[src/rtl/cpu_pkg.sv]
// Shared CPU definitions: load/store opcodes, load collector state encoding and
// register-file address width.
package cpu_pkg;

    localparam int unsigned REG_AW = 5;

    localparam logic [5:0] OP_LB  = 6'd32;
    localparam logic [5:0] OP_LH  = 6'd33;
    localparam logic [5:0] OP_LWL = 6'd34;
    localparam logic [5:0] OP_LW  = 6'd35;
    localparam logic [5:0] OP_LBU = 6'd36;
    localparam logic [5:0] OP_LHU = 6'd37;
    localparam logic [5:0] OP_LWR = 6'd38;

    typedef enum logic [1:0] {
        StIdle  = 2'd0,
        StWait  = 2'd1,
        StHold  = 2'd2,
        StDrain = 2'd3
    } collector_state_e;

endpackage

[src/rtl/load_align.sv]
// Combinational load-data alignment: extracts, extends or merges a returned
// little-endian word according to the load opcode and address low bits.
module load_align
    import cpu_pkg::*;
(
    input  logic [5:0]  opcode,
    input  logic [1:0]  ea,
    input  logic [31:0] rt_data,
    input  logic [31:0] rdata,
    output logic [31:0] data,
    output logic        rf_wen
);

    logic [7:0]  b;
    logic [15:0] h;

    always_comb begin
        b = rdata[7:0];
        unique case (ea)
            2'd0: b = rdata[7:0];
            2'd1: b = rdata[15:8];
            2'd2: b = rdata[23:16];
            2'd3: b = rdata[31:24];
            default: b = rdata[7:0];
        endcase
        h = ea[1] ? rdata[31:16] : rdata[15:0];
    end

    always_comb begin
        data   = '0;
        rf_wen = 1'b1;
        case (opcode)
            OP_LB:  data = {{24{b[7]}}, b};
            OP_LBU: data = {24'd0, b};
            OP_LH:  data = {{16{h[15]}}, h};
            OP_LHU: data = {16'd0, h};
            OP_LW:  data = rdata;
            // lwl fills the word's upper bytes from memory, keeping rt's low bytes
            OP_LWL: begin
                unique case (ea)
                    2'd0: data = {rdata[7:0],  rt_data[23:0]};
                    2'd1: data = {rdata[15:0], rt_data[15:0]};
                    2'd2: data = {rdata[23:0], rt_data[7:0]};
                    2'd3: data = rdata;
                    default: data = rdata;
                endcase
            end
            OP_LWR: begin
                unique case (ea)
                    2'd0: data = rdata;
                    2'd1: data = {rt_data[31:24], rdata[31:8]};
                    2'd2: data = {rt_data[31:16], rdata[31:16]};
                    2'd3: data = {rt_data[31:8],  rdata[31:24]};
                    default: data = rdata;
                endcase
            end
            default: rf_wen = 1'b0;
        endcase
    end

endmodule

[src/rtl/load_result_collector.sv]
// Captures one load request, waits for the memory response, aligns it and holds
// the result for writeback under a valid/ready handshake; flush drops it safely.
module load_result_collector #(
    parameter int unsigned DATA_W = 32,
    parameter int unsigned REG_AW = cpu_pkg::REG_AW
) (
    input  logic              clk,
    input  logic              rst,
    input  logic              req_valid,
    output logic              req_ready,
    input  logic [5:0]        req_opcode,
    input  logic [1:0]        req_ea,
    input  logic [DATA_W-1:0] req_rt_data,
    input  logic [REG_AW-1:0] req_dest,
    input  logic              mem_rvalid,
    input  logic [DATA_W-1:0] mem_rdata,
    input  logic              flush,
    output logic              wb_valid,
    input  logic              wb_ready,
    output logic [DATA_W-1:0] wb_data,
    output logic [REG_AW-1:0] wb_dest,
    output logic              wb_rf_wen,
    output logic              busy
);

    import cpu_pkg::*;

    collector_state_e  state_q, state_d;
    logic [5:0]        op_q;
    logic [1:0]        ea_q;
    logic [DATA_W-1:0] rt_q;
    logic [REG_AW-1:0] dest_q;
    logic [DATA_W-1:0] wb_data_q;
    logic [REG_AW-1:0] wb_dest_q;
    logic              wb_rf_wen_q;

    logic              accept;
    logic              capture;
    logic [DATA_W-1:0] align_data;
    logic              align_wen;

    load_align u_load_align (
        .opcode  (op_q),
        .ea      (ea_q),
        .rt_data (rt_q),
        .rdata   (mem_rdata),
        .data    (align_data),
        .rf_wen  (align_wen)
    );

    always_comb begin
        state_d   = state_q;
        capture   = 1'b0;
        req_ready = !flush && ((state_q == StIdle) || ((state_q == StHold) && wb_ready));
        accept    = req_valid && req_ready;
        unique case (state_q)
            StIdle: if (accept) state_d = StWait;
            StWait: begin
                if (flush) begin
                    // A response arriving with the flush is simply dropped
                    state_d = mem_rvalid ? StIdle : StDrain;
                end else if (mem_rvalid) begin
                    state_d = StHold;
                    capture = 1'b1;
                end
            end
            StHold: begin
                if (flush)         state_d = StIdle;
                else if (wb_ready) state_d = accept ? StWait : StIdle;
            end
            StDrain: if (mem_rvalid) state_d = StIdle;
            default: state_d = StIdle;
        endcase
    end

    always_ff @(posedge clk or posedge rst) begin
        if (rst) begin
            state_q     <= StIdle;
            op_q        <= '0;
            ea_q        <= '0;
            rt_q        <= '0;
            dest_q      <= '0;
            wb_data_q   <= '0;
            wb_dest_q   <= '0;
            wb_rf_wen_q <= 1'b0;
        end else begin
            state_q <= state_d;
            if (accept) begin
                op_q   <= req_opcode;
                ea_q   <= req_ea;
                rt_q   <= req_rt_data;
                dest_q <= req_dest;
            end
            if (capture) begin
                wb_data_q   <= align_data;
                wb_dest_q   <= dest_q;
                wb_rf_wen_q <= align_wen;
            end
        end
    end

    assign wb_valid  = (state_q == StHold);
    assign wb_data   = wb_data_q;
    assign wb_dest   = wb_dest_q;
    assign wb_rf_wen = wb_rf_wen_q;
    assign busy      = (state_q != StIdle);

endmodule

[config.mk]
export PLATFORM = sky130hd
export DESIGN_NAME = load_result_collector
export DESIGN_NICKNAME = d
export VERILOG_FILES = /design/src/rtl/cpu_pkg.sv /design/src/rtl/load_align.sv /design/src/rtl/load_result_collector.sv
export SDC_FILE = /design/constraint.sdc
export NUM_CORES = 1
export LEC_CHECK = 0
export ABC_AREA = 0
export CAP_MARGIN = 25
export CORE_MARGIN = 10
export CORE_UTILIZATION = 40
export DETAILED_ROUTE_END_ITERATION = 8
export GPL_ROUTABILITY_DRIVEN = 0
export PLACE_DENSITY = 0.77
export SLEW_MARGIN = 20
export SYNTH_ARGS = -nofsm -noshare
export SYNTH_HDL_FRONTEND = slang
export SYNTH_HIERARCHICAL = 1
export SYNTH_SLANG_ARGS = --single-unit
[constraint.sdc]
create_clock -name clk -period 4.3 [get_ports clk]
set_clock_uncertainty 0.15 [all_clocks]
set_input_delay 0.86 -clock clk [delete_from_list [all_inputs] [get_ports clk]]
set_output_delay 0.86 -clock clk [all_outputs]
set_load 0.05 [all_outputs]
==> results.json, run 1 <==
{
  "tns_ns": 0,
  "netlist_top_cells_area": "dfrtp_1 (40%), mux2_2 (16%), mux2i_1 (7.1%)",
  "start_util_pct": 40.6,
  "gr-total-overflow": 0,
  "cts_made_buffers": 9,
  "drive_above_1_share_pct": 26.6,
  "insertion_delay_ns": 0.35,
  "seq_area_frac_synth_pct": 39.7,
  "port_buffers": 123,
  "critPathArrivalTime_ns": 2.46,
  "cts_num_sinks": 85,
  "async_flop_share_pct": 100,
  "p_switching_w": 0.00140,
  "fin_crit_ns": 3.47,
  "clk_path_buf_depth": 2,
  "synth_edf_count": 0,
  "ys.flop_type": "dfrtp_1",
  "cts_setup_buffers": 0,
  "cp-end-kind": "output port",
  "ys_seq_elements": 85,
  "critPathLaunchType": "input port",
  "root_buffer": "clkbuf_16",
  "synthTopCellsByCount": "dfrtp_1 (85), mux2_2 (78), mux2i_1 (38)",
  "yosys.area_share.simple_pct": 10.5,
  "hold_violations": 0,
  "syn_area_per_cell_um2": 12.1,
  "peakVddDrop_mv": 0.337,
  "antenna_cells": 0,
  "areaGrowthSynthToFinish_pct": 28.5,
  "finalSetupViolations": 0,
  "vias_per_cell": 5.82,
  "h-tree-depth": 3,
  "tritoncts": "built",
  "ios": 124,
  "synth_xor_xnor_area_share_pct": 0,
  "yosysWarnings": 6,
  "worstPathRequired_ns": 3.29,
  "synth_top_family_by_area": "multiplexers",
  "first_global_vias": 4375,
  "fp.dieH_um": 136,
  "p_comb_share_pct": 42.6,
  "drt_wl_total_mm": 16.1,
  "num-fill-cells": 1150,
  "powerDensity_nw_per_um2": 506,
  "maxCapViolations": 0,
  "grt_setup_unrepaired": "no",
  "synth_top_area_share_pct": 39.7,
  "status": "completed",
  "seqPwrFrac_pct": 36.5,
  "wl_per_cell_um": 22.1,
  "nets": 631,
  "die_w_um": 136,
  "relSlewSlack_pct": 42.9,
  "hold_class": "reg2reg",
  "synth_compound_area_share_pct": 13.9,
  "path_max_fanout": 2,
  "grt_pass1_wl_mm": 24.9,
  "dieArea_um2": 18400,
  "crit_type": "in2out",
  "rows": 42,
  "netlist_area_um2": 5360,
  "yosys-mux-area-fraction_pct": 30.4,
  "yosysMostFrequentCell": "dfrtp_1",
  "drv_slew": 0,
  "clkPwrFrac_pct": 20.9,
  "vias": 4246,
  "antenna_found_initial": 1,
  "drc_errors": 0,
  "synth_adder_area_share_pct": 0,
  "post_cts_resized": 0,
  "dr.pass1.iters": 5,
  "track_usage_pct": 17.4,
  "syn_inst": 441,
  "p_int_w": 0.00209,
  "synth.distinct_cells": 56,
  "first_iter_violations": 448,
  "fin_crit_sh_pct": 80.8,
  "hold_buffers": 0,
  "yosysTopAreaCell": "dfrtp_1",
  "synth_nets": 524,
  "postRouteAntennaNets": 0,
  "max_freq_mhz": 288,
  "dp_hpwl_mm": 12.0,
  "core_um2": 13200,
  "grt_max_degree": 53,
  "final_util_pct": 52.2,
  "worst_pin_slew_ns": 0.856,
  "p_leak_nw": 2.83,
  "path_clk_slew_ns": 0.06,
  "switching_share_pct": 40.1
}
through the flow:
| step | hold WS, ns | area, µm² | setup slack (ns) | power [W] | std cells |
|---|---|---|---|---|---|
| after floorplan | 0.324 | 5360 | 1.10 | 0.00229 | 441 |
| after global placement | 0.332 | 6590 | 0.861 | 0.00271 | 712 |
| after detailed placement | 0.343 | 6590 | 0.826 | 0.00276 | 712 |
| after CTS | 0.357 | 6860 | 0.821 | 0.00350 | 728 |
| after global routing | 0.374 | 6880 | 0.790 | 0.00364 | 729 |
| final | 0.355 | 6880 | 0.825 | 0.00348 | 729 |
metal layers:
layer	global-route usage [%]	vias to the layer above	share of wire, %
li1	-	1891	-
met1	21.4	2106	41
met2	27.9	215	48
met3	5.97	32	8.6
met4	6.04	2	2.2
met5	0	-	0.081
cell families (layout without fill, tap and decap cells):
family,count (synthesis),in the layout
buffers and inverters,44,156
flip-flops,85,85
multiplexers,139,139
AND/OR/NAND/NOR,89,89
AO/OA/AOI/OAI,84,84
path summary, 6_finish.rpt:
kind | from | slack [ns] | depth (start not counted) | to
worst max-delay path | wb_ready | 0.83 | 4 | req_ready
min in group asynchronous | rst | 0.81 | 2 | rt_q[26]
worst min register to register | dest_q[3] | 0.36 | 1 | dest_q[3]
worst min-delay path | dest_q[3] | 0.36 | 1 | dest_q[3]
worst max register to register | ea_q[1] | 1.54 | 6 | wb_data[27]
max in group asynchronous | rst | 2.43 | 3 | wb_data[1]
power groups by stage:
stage	clock network, W	registers (W)	logic [W]
2_1_floorplan	0	0.00149	0.000796
3_3_place_gp	0	0.00126	0.00144
3_5_place_dp	0	0.00128	0.00148
4_1_cts	0.000746	0.00127	0.00148
5_1_grt	0.000777	0.00130	0.00157
6_report	0.000729	0.00127	0.00148
state kept, by name (all words and copies together) (netlist names):
name	count
wb_data	32
op_q	6
wb_rf_wen	1
ea_q	2
rt_q	32
wb_dest	5
state_q	2
dest_q	5
area by class of cell:
| class | instances | area [µm²] | share of cell area [%] |
|---|---|---|---|
| tap | 176 | 220 | 3.20 |
| inverter | 13 | 50.0 | 0.727 |
| clock inverter | 7 | 52.6 | 0.764 |
| sequential | 85 | 2130 | 31.0 |
| multi-input combinational | 312 | 2930 | 42.6 |
| clock buffer | 9 | 225 | 3.27 |
| timing repair buffer | 127 | 1270 | 18.4 |
worst max-delay path: stages:
cell and delay, ns:
clkdlybuf4s50_1 0.49, nand2b_1 0.17, and2_1 0.14, clkdlybuf4s50_1 0.80
layout by cell type, fill, tap and decap left out, drive strengths merged, types with 2 or more instances in the layout:
cell | netlist | routed
nor3 | 3 | 3
mux2i | 38 | 38
and2 | 2 | 2
nor2 | 6 | 6
buf | 28 | 4
o211ai | 16 | 16
o2111ai | 10 | 10
nor2b | 9 | 9
a21oi | 2 | 2
nand2 | 36 | 36
clkinv | 0 | 4
clkinvlp | 0 | 4
nand2b | 7 | 7
a211o | 8 | 8
a22oi | 2 | 2
clkbuf | 3 | 9
mux2 | 98 | 98
inv | 13 | 12
a221oi | 18 | 18
nor4 | 2 | 2
o21ai | 8 | 8
clkdlybuf4s50 | 0 | 123
nand3 | 10 | 10
and3 | 2 | 2
mux4 | 3 | 3
a32oi | 9 | 9
dfrtp | 85 | 85
o2bb2a | 4 | 4
or2 | 6 | 6
(Power assumes the default switching activity.)
==> run 2, diff against run 1 <==
PLACE_DENSITY = 0.8   (was 0.77)
clock period = 2.8 ns   (was 4.3 ns; I/O delays follow)
==> results.json, run 2 (synthesis results as in run 1) <==
{
  "status": "completed",
  "r2r_end": "wb_data[8]",
  "critPathCapture": "busy",
  "hold_buffers": 0,
  "critPathLaunchType": "register",
  "worst_r2r_path_depth": 6,
  "rows": 42,
  "final_cell_mix": "clkdlybuf4s50_1 (122), dfrtp_1 (83), mux2_2 (78), mux2i_1 (38), nand2_1 (36)",
  "dr.pass1.iters": 5,
  "antenna_found_initial": 1,
  "postRouteAntennaNets": 0,
  "hold_class": "reg2reg",
  "path_max_fanout": 7,
  "fin_crit_sh_pct": 89.4,
  "cts_made_buffers": 9,
  "path_buf_inv": 1,
  "dieArea_um2": 18400,
  "cts_setup_buffers": 0,
  "max_stage_delay_ns": 0.71,
  "powerDensity_nw_per_um2": 767,
  "die_w_um": 136,
  "max_freq_mhz": 399,
  "worstPathRequired_ns": 2.09,
  "start_util_pct": 40.6,
  "fp.dieH_um": 136,
  "gr-total-overflow": 0,
  "grt_max_degree": 47,
  "root_buffer": "clkbuf_16",
  "ios": 124,
  "first_iter_violations": 453,
  "path_clk_slew_ns": 0.06,
  "peakVddDrop_mv": 0.520,
  "antenna_cells": 0,
  "worst_slack_ns": 0.297,
  "first_global_vias": 4533,
  "grt_setup_unrepaired": "no",
  "critPathArrivalTime_ns": 1.79,
  "drv_slew": 0,
  "num-fill-cells": 1119,
  "areaGrowthSynthToFinish_pct": 31.6,
  "fin_area_um2": 7050,
  "crit_cells": 2,
  "pre_cts_slack_ns": 0.0615,
  "layoutNonFillerInstCount": 740,
  "core_um2": 13200,
  "fin_crit_ns": 2.50,
  "vias_per_cell": 5.83,
  "port_buffers": 123,
  "p_leak_nw": 2.92,
  "worstReg2RegStart": "ea_q[1]",
  "hold_violations": 0,
  "track_usage_pct": 18.0,
  "maxCapViolations": 0,
  "cts_num_sinks": 85,
  "worst_pin_slew_ns": 0.750,
  "drive_above_1_share_pct": 27.8,
  "insertion_delay_ns": 0.35,
  "cp-end-kind": "output port",
  "slowest_stage": "clkdlybuf4s50_1",
  "vias": 4312,
  "wl_per_cell_um": 22.4,
  "dp.cells": 724,
  "relSlewSlack_pct": 50.0,
  "timing.reg2reg.setup_slack_ns": 0.40,
  "crit_type": "reg2out",
  "drt_wl_total_mm": 16.6,
  "nets": 642,
  "cp-startpoint": "state_q[0]",
  "layout_commonest_cell": "clkdlybuf4s50_1",
  "grt_pass1_wl_mm": 25.6,
  "tritoncts": "built",
  "dp_hpwl_mm": 12.5,
  "finalSetupViolations": 0,
  "drc_errors": 0,
  "worstPathCellList": "or2_2, clkdlybuf4s50_1",
  "h-tree-depth": 3,
  "post_cts_resized": 0,
  "tns_ns": 0,
  "cpLargestDelayFamily": "buffers and inverters",
  "dpl-instance-area_um2": 6780,
  "clk_path_buf_depth": 2
}
## run 2: how the worst min path moves through the flow
stage	from	endpoint	slack (ns)	depth (start not counted)
after floorplan	dest_q[0]	wb_dest[0]	0.32	1
final	dest_q[4]	dest_q[4]	0.35	1
after global routing	dest_q[2]	dest_q[2]	0.37	1
after CTS	dest_q[4]	dest_q[4]	0.36	1
after global placement	dest_q[3]	dest_q[3]	0.33	1
after detailed placement	dest_q[2]	dest_q[2]	0.34	1
## run 2: area by class of cell
cell class                 count  area (µm²)  share of cell area [%]
multi-input combinational    312        2930                    41.6
sequential                    85        2130                    30.2
timing repair buffer         138        1440                    20.5
clock buffer                  12         246                    3.50
tap                          176         220                    3.12
inverter                      13        52.6                   0.746
clock inverter                 4        23.8                   0.337
## run 2: where the power goes
group | internal, W | switching (W)
clock | 0.000623 | 0.000496
sequential | 0.00156 | 0.000323
combinational | 0.00108 | 0.00132
## run 2: stage by stage
step / hold WS, ns / power [W] / utilization, %
2_1_floorplan: 0.324 / 0.00351 / -
3_3_place_gp: 0.333 / 0.00422 / 51.4
3_5_place_dp: 0.340 / 0.00430 / 51.4
4_1_cts: 0.356 / 0.00543 / 53.4
5_1_grt: 0.367 / 0.00567 / 53.4
6_report: 0.353 / 0.00540 / 53.4
## run 2: layer usage
metal / part of all wire [%] / vias to the layer above / wire length [µm] / track usage [%]
met3: 9.0 / 37 / 1490 / 6.16
met5: 0.048 / - / 8 / 0
met1: 39 / 2122 / 6450 / 21.0
li1: - / 1920 / - / -
met4: 2.2 / 2 / 357 / 5.98
met2: 50 / 231 / 8290 / 30.0
